<file path="src/rtl/keypad_pkg.sv">
// Shared types and constants for the keypad digit-entry stage.
package keypad_pkg;

  localparam int BCD_W = 4;
  localparam logic [BCD_W-1:0] SEC_TENS_MAX = 4'd5;

  typedef enum logic [1:0] {
    IDLE,
    DEBOUNCE,
    ACCEPT,
    RELEASE
  } key_state_t;

endpackage

</file>
<file path="src/rtl/key_encoder.sv">
// 10-to-4 priority encoder for the digit keys: lowest set bit wins,
// o_none flags that no key is pressed.
module key_encoder
  import keypad_pkg::*;
(
  input  logic [9:0]       i_keys,
  output logic [BCD_W-1:0] o_digit,
  output logic             o_none
);

  // Scan from the top down so the lowest pressed index is the last write.
  always_comb begin
    o_digit = '0;
    o_none  = 1'b1;
    for (int i = 9; i >= 0; i--) begin
      if (i_keys[i]) begin
        o_digit = BCD_W'(i);
        o_none  = 1'b0;
      end
    end
  end

endmodule

</file>
<file path="src/rtl/keypad_entry.sv">
// Microwave front-panel digit entry: debounces the digit keys, shifts
// accepted digits into an MM:SS buffer and strobes loadn on a valid start.
//
// Build option: KEYPAD_ENTRY_SECLIMIT_EN rejects a digit whose shift would
// put a value above 5 into sec_tens.
//
// state    | meaning
// IDLE     | no key held, waiting for a press
// DEBOUNCE | same digit seen for r_count consecutive cycles
// ACCEPT   | one cycle: digit shifted in unless busy/loading/rejected
// RELEASE  | waiting for DEBOUNCE_CYCLES consecutive key-free cycles
module keypad_entry
  import keypad_pkg::*;
#(
  parameter int DEBOUNCE_CYCLES = 4
) (
  input  logic             clock,
  input  logic             clrn,
  input  logic [9:0]       keys,
  input  logic             start,
  input  logic             clear,
  input  logic             busy,
  output logic [BCD_W-1:0] min_tens,
  output logic [BCD_W-1:0] min_ones,
  output logic [BCD_W-1:0] sec_tens,
  output logic [BCD_W-1:0] sec_ones,
  output logic             loadn,
  output logic             key_strobe,
  output logic             entry_valid
);

  localparam logic [8:0] C_DEB = 9'(DEBOUNCE_CYCLES);

  key_state_t       r_state;
  logic [7:0]       r_count;
  logic [BCD_W-1:0] r_digit;
  logic [BCD_W-1:0] r_min_tens, r_min_ones, r_sec_tens, r_sec_ones;
  logic             r_loadn;
  logic             r_key_strobe;

  logic [BCD_W-1:0] w_digit;
  logic             w_none;
  logic [8:0]       w_count_inc;
  logic             w_accept;
  logic             w_sec_ok;
  logic             w_buf_clr;
  logic             w_shift;
  logic             w_fire;

  key_encoder u_encoder (
    .i_keys  (keys),
    .o_digit (w_digit),
    .o_none  (w_none)
  );

  assign w_count_inc = {1'b0, r_count} + 9'd1;
  assign w_accept    = (r_state == ACCEPT);

`ifdef KEYPAD_ENTRY_SECLIMIT_EN
  // sec_ones becomes sec_tens after the shift, so it must already be legal.
  assign w_sec_ok = (r_sec_ones <= SEC_TENS_MAX);
`else
  assign w_sec_ok = 1'b1;
`endif

  // The cycle with loadn low ends by zeroing the buffer; clear beats a shift.
  assign w_buf_clr = clear || !r_loadn;
  assign w_shift   = w_accept && !busy && r_loadn && w_sec_ok && !w_buf_clr;
  assign w_fire    = start && !busy && entry_valid && !w_accept && r_loadn;

  assign entry_valid = (r_sec_tens <= SEC_TENS_MAX) &&
                       ({r_min_tens, r_min_ones, r_sec_tens, r_sec_ones} != '0);

  assign min_tens   = r_min_tens;
  assign min_ones   = r_min_ones;
  assign sec_tens   = r_sec_tens;
  assign sec_ones   = r_sec_ones;
  assign loadn      = r_loadn;
  assign key_strobe = r_key_strobe;

  // Press/release debounce state machine.
  always_ff @(posedge clock or negedge clrn) begin
    if (!clrn) begin
      r_state <= IDLE;
      r_count <= '0;
      r_digit <= '0;
    end else begin
      case (r_state)
        IDLE: begin
          if (!w_none) begin
            r_digit <= w_digit;
            r_count <= 8'd1;
            r_state <= (C_DEB == 9'd1) ? ACCEPT : DEBOUNCE;
          end
        end
        DEBOUNCE: begin
          if (!w_none && (w_digit == r_digit)) begin
            if (w_count_inc == C_DEB) begin
              r_state <= ACCEPT;
              r_count <= '0;
            end else begin
              r_count <= w_count_inc[7:0];
            end
          end else begin
            r_state <= IDLE;
            r_count <= '0;
          end
        end
        ACCEPT: begin
          r_state <= RELEASE;
          r_count <= '0;
        end
        RELEASE: begin
          if (w_none) begin
            if (w_count_inc == C_DEB) begin
              r_state <= IDLE;
              r_count <= '0;
            end else begin
              r_count <= w_count_inc[7:0];
            end
          end else begin
            r_count <= '0;
          end
        end
        default: begin
          r_state <= IDLE;
          r_count <= '0;
        end
      endcase
    end
  end

  // MM:SS entry buffer: clear/load-complete zeroes it, an accepted key shifts left.
  always_ff @(posedge clock or negedge clrn) begin
    if (!clrn) begin
      r_min_tens <= '0;
      r_min_ones <= '0;
      r_sec_tens <= '0;
      r_sec_ones <= '0;
    end else if (w_buf_clr) begin
      r_min_tens <= '0;
      r_min_ones <= '0;
      r_sec_tens <= '0;
      r_sec_ones <= '0;
    end else if (w_shift) begin
      r_min_tens <= r_min_ones;
      r_min_ones <= r_sec_tens;
      r_sec_tens <= r_sec_ones;
      r_sec_ones <= r_digit;
    end
  end

  // Registered one-cycle strobes: loadn on a valid start, key_strobe on a shift.
  always_ff @(posedge clock or negedge clrn) begin
    if (!clrn) begin
      r_loadn      <= 1'b1;
      r_key_strobe <= 1'b0;
    end else begin
      r_loadn      <= !w_fire;
      r_key_strobe <= w_shift;
    end
  end

endmodule

</file>
<file path="config.mk">
export PLATFORM = sky130hd
export DESIGN_NAME = keypad_entry
export DESIGN_NICKNAME = d
export VERILOG_FILES = /design/src/rtl/keypad_pkg.sv /design/src/rtl/key_encoder.sv /design/src/rtl/keypad_entry.sv
export SDC_FILE = /design/constraint.sdc
export NUM_CORES = 1
export LEC_CHECK = 0
export BUFFER_PORTS_ARGS = -buffer_cell sky130_fd_sc_hd__buf_2
export CORE_ASPECT_RATIO = 0.75
export CORE_MARGIN = 4
export CORE_UTILIZATION = 58
export DETAILED_ROUTE_END_ITERATION = 7
export HOLD_SLACK_MARGIN = 0.06
export PLACE_DENSITY = 0.79
export SLEW_MARGIN = 10
export SYNTH_ARGS = -nofsm -noshare
export SYNTH_HDL_FRONTEND = slang
export SYNTH_SLANG_ARGS = --single-unit
</file>
<file path="constraint.sdc">
create_clock -name clock -period 4.3 [get_ports clock]
set_input_delay 0.43 -clock clock [delete_from_list [all_inputs] [get_ports clock]]
set_output_delay 0.43 -clock clock [all_outputs]
set_load 0.02 [all_outputs]
</file>
==> results of run 1 <==
worst max-delay path by stage:
stage | depth (start not counted) | startpoint | to | slack, ps
2_1_floorplan | 3 | sec_ones[1] | entry_valid | 2490
3_3_place_gp | 7 | keys[2] | r_count[0] | 2270
3_5_place_dp | 7 | keys[2] | r_count[0] | 2200
4_1_cts | 4 | sec_ones[1] | entry_valid | 2120
5_1_grt | 4 | sec_ones[1] | entry_valid | 2010
6_report | 4 | sec_ones[0] | entry_valid | 2130
per-layer routing:
metal  routed length (microns)  vias to the layer above  part of all wire (%)  global-route usage [%]
li1                          -                      686                     -                       -
met1                      1660                      711                    44                    26.6
met2                      1860                       48                    49                    32.1
met3                       248                        2                   6.6                    7.43
met4                        17                        0                  0.45                    4.29
met5                         0                        -                     0                       0
power by group:
group / switching (mW) / internal (mW) / total (mW)
registers: 0.0468 / 0.332 / 0.379
clock network: 0.103 / 0.172 / 0.275
logic: 0.115 / 0.0863 / 0.201
state kept, by name, indices dropped and copies added, names as in the netlist, named ones only:
register and flops:
key_strobe 1, r_state 1, min_ones 4, r_count 8
r_digit 4, loadn 1, sec_tens 4, sec_ones 4
min_tens 4
kinds of logic (layout without fill, tap and decap cells):
logic type,count (synthesis),count (layout),share of synthesized area [%]
and+or+nand+nor,65,65,23.0
AOI/OAI and AO/OA,51,51,24.5
DFF,32,32,46.6
buffers and inverters,7,44,1.60
xor gates and xnor gates,6,6,3.05
adders and majority gates,1,1,0.726
muxes,1,1,0.581
cell usage after synthesis, types with 2 or more instances:
library cell	instances	area [sq um]
a22o_1	16	140
and3_1	2	12.5
nor2_1	13	48.8
nand4_1	2	12.5
a21oi_1	8	40.0
nand3_1	3	15.0
nand2b_1	3	18.8
clkbuf_1	3	11.3
xnor2_1	4	35.0
nor4_1	4	25.0
dfrtp_1	31	776
o21ai_0	6	30.0
a211o_1	2	17.5
xor2_1	2	17.5
nand3b_1	2	15.0
o21ai_2	5	43.8
nand2_1	13	48.8
nor2b_1	6	37.5
inv_1	3	11.3
or4_1	2	15.0
and2_1	2	12.5
area by class of cell:
| class | count | area share [%] |
|---|---|---|
| clock buffers | 6 | 3.58 |
| well taps | 36 | 2.22 |
| flip-flops and latches | 32 | 39.6 |
| repair buffers | 33 | 8.16 |
| inverters | 3 | 0.556 |
| multi-input cells | 124 | 44.1 |
| clock inverters | 2 | 1.73 |
per-stage QoR:
step	cells	power (mW)	setup slack (ps)	hold slack (ps)	utilization (%)
global route	236	0.904	2010	235	74.4
global placement	228	0.572	2270	502	70.4
detailed placement	228	0.582	2200	514	70.4
floorplan	163	0.524	2490	134	-
finish	236	0.856	2130	193	74.4
CTS	236	0.859	2120	213	74.4
==> impl_metrics.json, run 1 <==
{
  "dr.pass1.iters": 5,
  "nets": 215,
  "ys_seq_area_share_pct": 46.6,
  "drtIter0Drc": 69,
  "fin_skew_ps": 5.91,
  "area_growth_pct": 17.5,
  "asyncSetResetFlopFracSynth_pct": 100,
  "start_kind": "flip-flop",
  "syn_inst": 163,
  "cts_root_buffer": "clkbuf_8",
  "synth_edf_count": 0,
  "syn_avg_cell_area_sq_um": 10.6,
  "die-area_sq_mm": 0.00392,
  "seqCellArea_sq_um": 802,
  "dp_hpwl_microns": 2810,
  "synth_nets": 179,
  "finalSetupTns_ps": 0,
  "die_h_microns": 55.2,
  "rows": 16,
  "syn-cell-area_sq_mm": 0.00172,
  "reg2reg_depth": 6,
  "layout-drive-gt1-share_pct": 29.5,
  "crit_path_cell_trace": "or4_1 -> nor4_1 -> a31oi_1 -> buf_2",
  "final_cell_mix": "33 x buf_2, 31 x dfrtp_1, 16 x a22o_1",
  "leakage_nw": 0.938,
  "dieWidth_microns": 70.9,
  "hp-class": "in -> async",
  "yosys_register_bits": 32,
  "slew_headroom_pct": 33.2,
  "antenna_found_initial": 0,
  "status": "completed",
  "path_buf_inv": 1,
  "cts_inserted_buffers": 5,
  "grt_overflow": 0,
  "clk_pin_slew_ps": 70,
  "cp-end-kind": "primary output",
  "critPathMaxStageDelay_ps": 530,
  "worst_slew_pin_slew_ps": 998,
  "h-tree-depth": 2,
  "final_max_slew_viol_count": 0,
  "required_ps": 3870,
  "grt_max_degree": 33,
  "cts.sinks": 32,
  "drt.antenna.violating_nets": 0,
  "grt_pass1_vias": 1338,
  "maxCapViolations": 0,
  "port_buffers": 33,
  "hold_viol": 0,
  "routed_wirelength_microns": 3780,
  "layout_commonest_cell": "buf_2",
  "crit_family": "simple AND/OR/NAND/NOR gates",
  "yosysWarningCount": 0,
  "max_freq_ghz": 0.460,
  "cts.path.max_buffers": 2,
  "grt_pass1_wl_microns": 6370,
  "fin_crit_ps": 2170,
  "grt_usage_pct": 20.2,
  "initial_core_util_pct": 63.3,
  "r2r_slack_ps": 2280,
  "fin_crit_sh_pct": 50.5,
  "diodes": 0,
  "worst_ir_drop_vdd_v": 0.000339,
  "viasPerCell": 6.13,
  "cts_resized": 0,
  "synth_flop_cell": "dfrtp_1",
  "cts_tree": "done",
  "rsz0062_at_grt": "false",
  "insertion_delay_ps": 270,
  "r2r_end": "r_count[1]",
  "wl_per_cell_microns": 16.0,
  "path_class": "reg -> out",
  "core_sq_mm": 0.00272,
  "gp_congestion": 0.798,
  "ys_types": 52,
  "io_pins": 34,
  "setup_viol": 0,
  "cp_slowest_cell": "or4_1",
  "final_area_sq_mm": 0.00202,
  "post_cts_buffers": 0,
  "multiInputGateArea_sq_um": 893,
  "vias": 1447,
  "cp_max_fo": 4,
  "cts_hold_buffers": 0,
  "rr_startpoint": "r_count[0]",
  "crit_arrival_ps": 1740,
  "fillers": 201,
  "power.density_mw_per_mm2": 423,
  "placed_cell_area_sq_mm": 0.00192,
  "drc": 0
}
Note: power is estimated with default switching activity, not from simulation.
==> run 2, diff against run 1 <==
--- a/config.mk
+++ b/config.mk
@@ -8,10 +8,10 @@
 export BUFFER_PORTS_ARGS = -buffer_cell sky130_fd_sc_hd__buf_2
 export CORE_ASPECT_RATIO = 0.75
 export CORE_MARGIN = 4
-export CORE_UTILIZATION = 58
+export CORE_UTILIZATION = 54
 export DETAILED_ROUTE_END_ITERATION = 7
 export HOLD_SLACK_MARGIN = 0.06
-export PLACE_DENSITY = 0.79
+export PLACE_DENSITY = 0.74
 export SLEW_MARGIN = 10
 export SYNTH_ARGS = -nofsm -noshare
 export SYNTH_HDL_FRONTEND = slang
==> constraint.sdc (replaced) <==
create_clock -name clock -period 2.25 [get_ports clock]
set_input_delay 0.225 -clock clock [delete_from_list [all_inputs] [get_ports clock]]
set_output_delay 0.225 -clock clock [all_outputs]
set_load 0.02 [all_outputs]
==> run 2 against run 1 <==
Effect of this change: sequential power rose by 90%; critical path depth is the same; non-clock buffer count grew 3; first-iteration DRC count up 2.9%; clock power up 97%; core utilization down 5.9 points; sequential share of layout area is 0.53 points lower; via count is 1.9% higher; final cell count is 2.1% higher; critical endpoint unchanged.
==> impl_metrics.json, run 2 (same netlist as run 1, synthesis figures left out) <==
{
  "regMostFlops": "r_count",
  "viasPerCell": 6.12,
  "dp_hpwl_microns": 2840,
  "path_class": "reg -> out",
  "leakage_nw": 0.953,
  "largest_register_ffs": 8,
  "core_sq_mm": 0.00300,
  "antenna_found_initial": 0,
  "cts.sinks": 32,
  "final_max_slew_viol_count": 0,
  "cts_inserted_buffers": 5,
  "dieWidth_microns": 73.2,
  "status": "completed",
  "worst_ir_drop_vdd_v": 0.000610,
  "rows": 17,
  "cts_tree": "done",
  "die_h_microns": 56.9,
  "vias": 1474,
  "hp-class": "in -> reg",
  "area_growth_pct": 19.1,
  "hold_viol": 0,
  "cts_root_buffer": "clkbuf_8",
  "finalSetupTns_ps": 0,
  "power.density_mw_per_mm2": 804,
  "fin_skew_ps": 2.85,
  "insertion_delay_ps": 280,
  "gp_congestion": 0.837,
  "grt_pass1_vias": 1479,
  "routed_wirelength_microns": 3880,
  "rsz0062_at_grt": "false",
  "slew_headroom_pct": 33.4,
  "reg2reg_depth": 6,
  "io_pins": 34,
  "crit_arrival_ps": 1800,
  "cts.path.max_buffers": 2,
  "h-tree-depth": 2,
  "drtIter0Drc": 71,
  "cp-end-kind": "primary output",
  "initial_core_util_pct": 57.4,
  "dp_cells": 232,
  "die-area_sq_mm": 0.00417,
  "fin_crit_ps": 2030,
  "hold_ws_ps": 177,
  "clk_pin_slew_ps": 70,
  "port_buffers": 33,
  "grt_overflow": 0,
  "dr.pass1.iters": 4,
  "layout-drive-gt1-share_pct": 30.0,
  "cts_resized": 0,
  "placed_cell_area_sq_mm": 0.00193,
  "grt_max_degree": 33,
  "diodes": 0,
  "grt_pass1_wl_microns": 6680,
  "drc": 0,
  "worst_slew_pin_slew_ps": 996,
  "fin_crit_sh_pct": 90.0,
  "setup_viol": 0,
  "drt.antenna.violating_nets": 0,
  "required_ps": 2030,
  "maxCapViolations": 0,
  "max_freq_ghz": 0.494,
  "hold-path-cell-count": 3,
  "final_area_sq_mm": 0.00205,
  "final_cells": 241,
  "wl_per_cell_microns": 16.1,
  "final_cell_mix": "33 x buf_2, 31 x dfrtp_1, 16 x a22o_1",
  "start_kind": "flip-flop",
  "power_mw": 1.65,
  "layout_commonest_cell": "buf_2",
  "cp_max_fo": 4,
  "nets": 218,
  "grt_usage_pct": 20.4
}
run 2: cell count changes in the layout (fill, tap and decap cells not counted):
| cell | previous run | this run |
|---|---|---|
| buf_4 | 0 | 2 |
| dlygate4sd3_1 | 0 | 1 |
run 2: power by group:
part,internal [mW],switching (mW)
logic,0.170,0.217
clock network,0.328,0.213
registers,0.635,0.0866
total,1.13,0.517
run 2: layout make-up:
type / instances / area [sq um]
Sequential cell: 32 / 802
Clock inverter: 2 / 35.0
Inverter: 3 / 11.3
Clock buffer: 6 / 72.6
Fill cell: 248 / 947
Tap cell: 38 / 47.5
Multi-Input combinational cell: 124 / 893
Timing Repair Buffer: 36 / 190
run 2: repair_timing:
item                      4_1_cts  5_1_grt
hold buffers                    1        0
hold endpoints to repair       31        0
setup buffers                   0        0
run 2: metrics by stage:
stage | setup slack (ps) | util, %
2_1_floorplan | 499 | -
3_3_place_gp | 401 | 64.5
3_5_place_dp | 359 | 64.5
4_1_cts | 211 | 68.4
5_1_grt | 68.7 | 68.4
6_report | 225 | 68.4
run 2: layer usage:
| layer | routed length, microns | vias up | share of wire [%] | track usage (%) |
|---|---|---|---|---|
| met5 | 0 | - | 0 | 0 |
| met3 | 234 | 5 | 6.0 | 5.55 |
| met4 | 41 | 0 | 1.1 | 7.63 |
| met2 | 1860 | 45 | 48 | 32.7 |
| li1 | - | 692 | - | - |
| met1 | 1750 | 732 | 45 | 26.3 |
run 2: final timing paths:
check	slack, ps	end	from
worst min-delay path	180	loadn	busy
min in group asynchronous	520	sec_tens[2]	clrn
max in group asynchronous	1280	min_tens[1]	clrn
worst min register to register	530	r_count[0]	r_count[0]
worst max-delay path	220	entry_valid	sec_ones[1]
worst max register to register	340	r_count[0]	r_digit[0]
run 2: worst max-delay path: stages, from the launching register on:
cell and delay (ps):
dfrtp_1 420, or4_1 540, nor4_1 200, a31oi_1 170, buf_2 190
==> run 3, diff against run 2 <==
--- a/config.mk
+++ b/config.mk
@@ -11,7 +11,7 @@
 export CORE_UTILIZATION = 54
 export DETAILED_ROUTE_END_ITERATION = 7
 export HOLD_SLACK_MARGIN = 0.06
-export PLACE_DENSITY = 0.74
+export PLACE_DENSITY = 0.84
 export SLEW_MARGIN = 10
 export SYNTH_ARGS = -nofsm -noshare
 export SYNTH_HDL_FRONTEND = slang
==> run 3 against run 2 <==
Effect of this change: hold slack gained 17 ps; core utilization shrank 0.13 points; setup slack lost 0.88 ps; maximum frequency is essentially flat; power grew 1.0%; sequential share of layout area grew 0.072 points.
==> impl_metrics.json, run 3 (same netlist as run 1, synthesis figures left out) <==
{
  "r2r_end": "r_count[1]",
  "hold_viol": 0,
  "hold-path-cell-count": 3,
  "fin_crit_sh_pct": 90.1,
  "port_buffers": 33,
  "antenna_found_initial": 0,
  "final_cell_mix": "33 x buf_2, 31 x dfrtp_1, 16 x a22o_1",
  "grt_pass1_wl_microns": 6660,
  "area_growth_pct": 18.9,
  "routed_wirelength_microns": 3970,
  "crit_path_cell_trace": "or4_1 -> nor4_1 -> a31oi_1 -> buf_2",
  "layout_commonest_cell": "buf_2",
  "drtIter0Drc": 113,
  "final_max_slew_viol_count": 0,
  "path_buf_inv": 1,
  "cp_max_fo": 4,
  "r2r_slack_ps": 300,
  "fin_skew_ps": 5.88,
  "reg2reg_depth": 6,
  "hp-start": "busy",
  "dp_hpwl_microns": 2970,
  "rsz0062_at_grt": "false",
  "die-area_sq_mm": 0.00417,
  "crit_family": "simple AND/OR/NAND/NOR gates",
  "wl_per_cell_microns": 16.6,
  "io_pins": 34,
  "gp_congestion": 0.848,
  "worst_slew_pin_slew_ps": 1000,
  "hold_path_end": "loadn",
  "status": "completed",
  "cts_root_buffer": "clkbuf_8",
  "viasPerCell": 6.11,
  "core_sq_mm": 0.00300,
  "hold_ws_ps": 194,
  "post_cts_buffers": 0,
  "layout-drive-gt1-share_pct": 30.2,
  "worst_ir_drop_vdd_v": 0.000772,
  "post-place-ws_ps": 330,
  "cts_inserted_buffers": 5,
  "finalSetupTns_ps": 0,
  "dieWidth_microns": 73.2,
  "setup_ws_ps": 224,
  "largest_register_ffs": 8,
  "maxCapViolations": 0,
  "dr.pass1.iters": 4,
  "cts.path.max_buffers": 2,
  "cts_tree": "done",
  "nets": 217,
  "dp_cells": 231,
  "rows": 17,
  "grt_usage_pct": 20.5,
  "diodes": 0,
  "critPathMaxStageDelay_ps": 510,
  "fin_crit_ps": 2030,
  "cts.sinks": 32,
  "drt.antenna.violating_nets": 0,
  "required_ps": 2030,
  "slew_headroom_pct": 32.8,
  "h-tree-depth": 2,
  "leakage_nw": 0.947,
  "placed_cell_area_sq_mm": 0.00193,
  "start_kind": "flip-flop",
  "insertion_delay_ps": 280,
  "vias": 1467,
  "rr_startpoint": "r_count[0]",
  "path_class": "reg -> out",
  "clk_pin_slew_ps": 70,
  "cp-end-kind": "primary output",
  "grt_overflow": 0,
  "grt_pass1_vias": 1430,
  "initial_core_util_pct": 57.4,
  "grt_max_degree": 33,
  "setup_viol": 0,
  "crit_arrival_ps": 1800,
  "hp-class": "in -> reg",
  "regMostFlops": "r_count",
  "cp_slowest_cell": "or4_1",
  "power.density_mw_per_mm2": 814,
  "power_mw": 1.67,
  "post-route-util_pct": 68.3,
  "final_area_sq_mm": 0.00205,
  "drc": 0,
  "final_cells": 240,
  "die_h_microns": 56.9,
  "max_freq_ghz": 0.494
}
[run 3: worst max-delay path by stage]
stage                     start           to  slack, ps  cells after the start
floorplan            r_count[0]   r_count[1]        500                      6
global placement     r_count[0]   r_count[1]        360                      6
detailed placement   r_digit[0]   r_count[0]        330                      6
CTS                 sec_ones[0]  entry_valid        210                      4
global route        sec_ones[0]  entry_valid        130                      4
finish              sec_ones[0]  entry_valid        220                      4
[run 3: cell type report]
type                       count  area, sq um
multi-input combinational    124          893
clock buffer                   5         68.8
fill                         229          951
tap                           38         47.5
inverter                       3         11.3
sequential                    32          802
timing repair buffer          35          183
clock inverter                 3         42.5
[run 3: what timing repair did]
action                                  in CTS  in global routing
hold buffers                                 1                  0
hold endpoints to repair                    31                  0
gates resized for setup                      0                  0
endpoints found under the setup margin       0                  0
[run 3: metal layers]
layer	share of wire [%]	GRT usage (%)
met1	44	26.4
met2	49	32.7
met3	6.3	7.51
met4	0.96	4.74
met5	0	0
[run 3: power breakdown]
part           leakage [nW]  switching, mW  total [mW]  internal [mW]
logic                 0.457          0.234       0.402          0.168
clock network        0.0541          0.220       0.548          0.327
registers             0.435         0.0834       0.718          0.634
[run 3: tightest hold or removal path, delay by kind of cell]
kind          cells  cell delay (ps)
buf+inv           1              110
simple gates      2              110
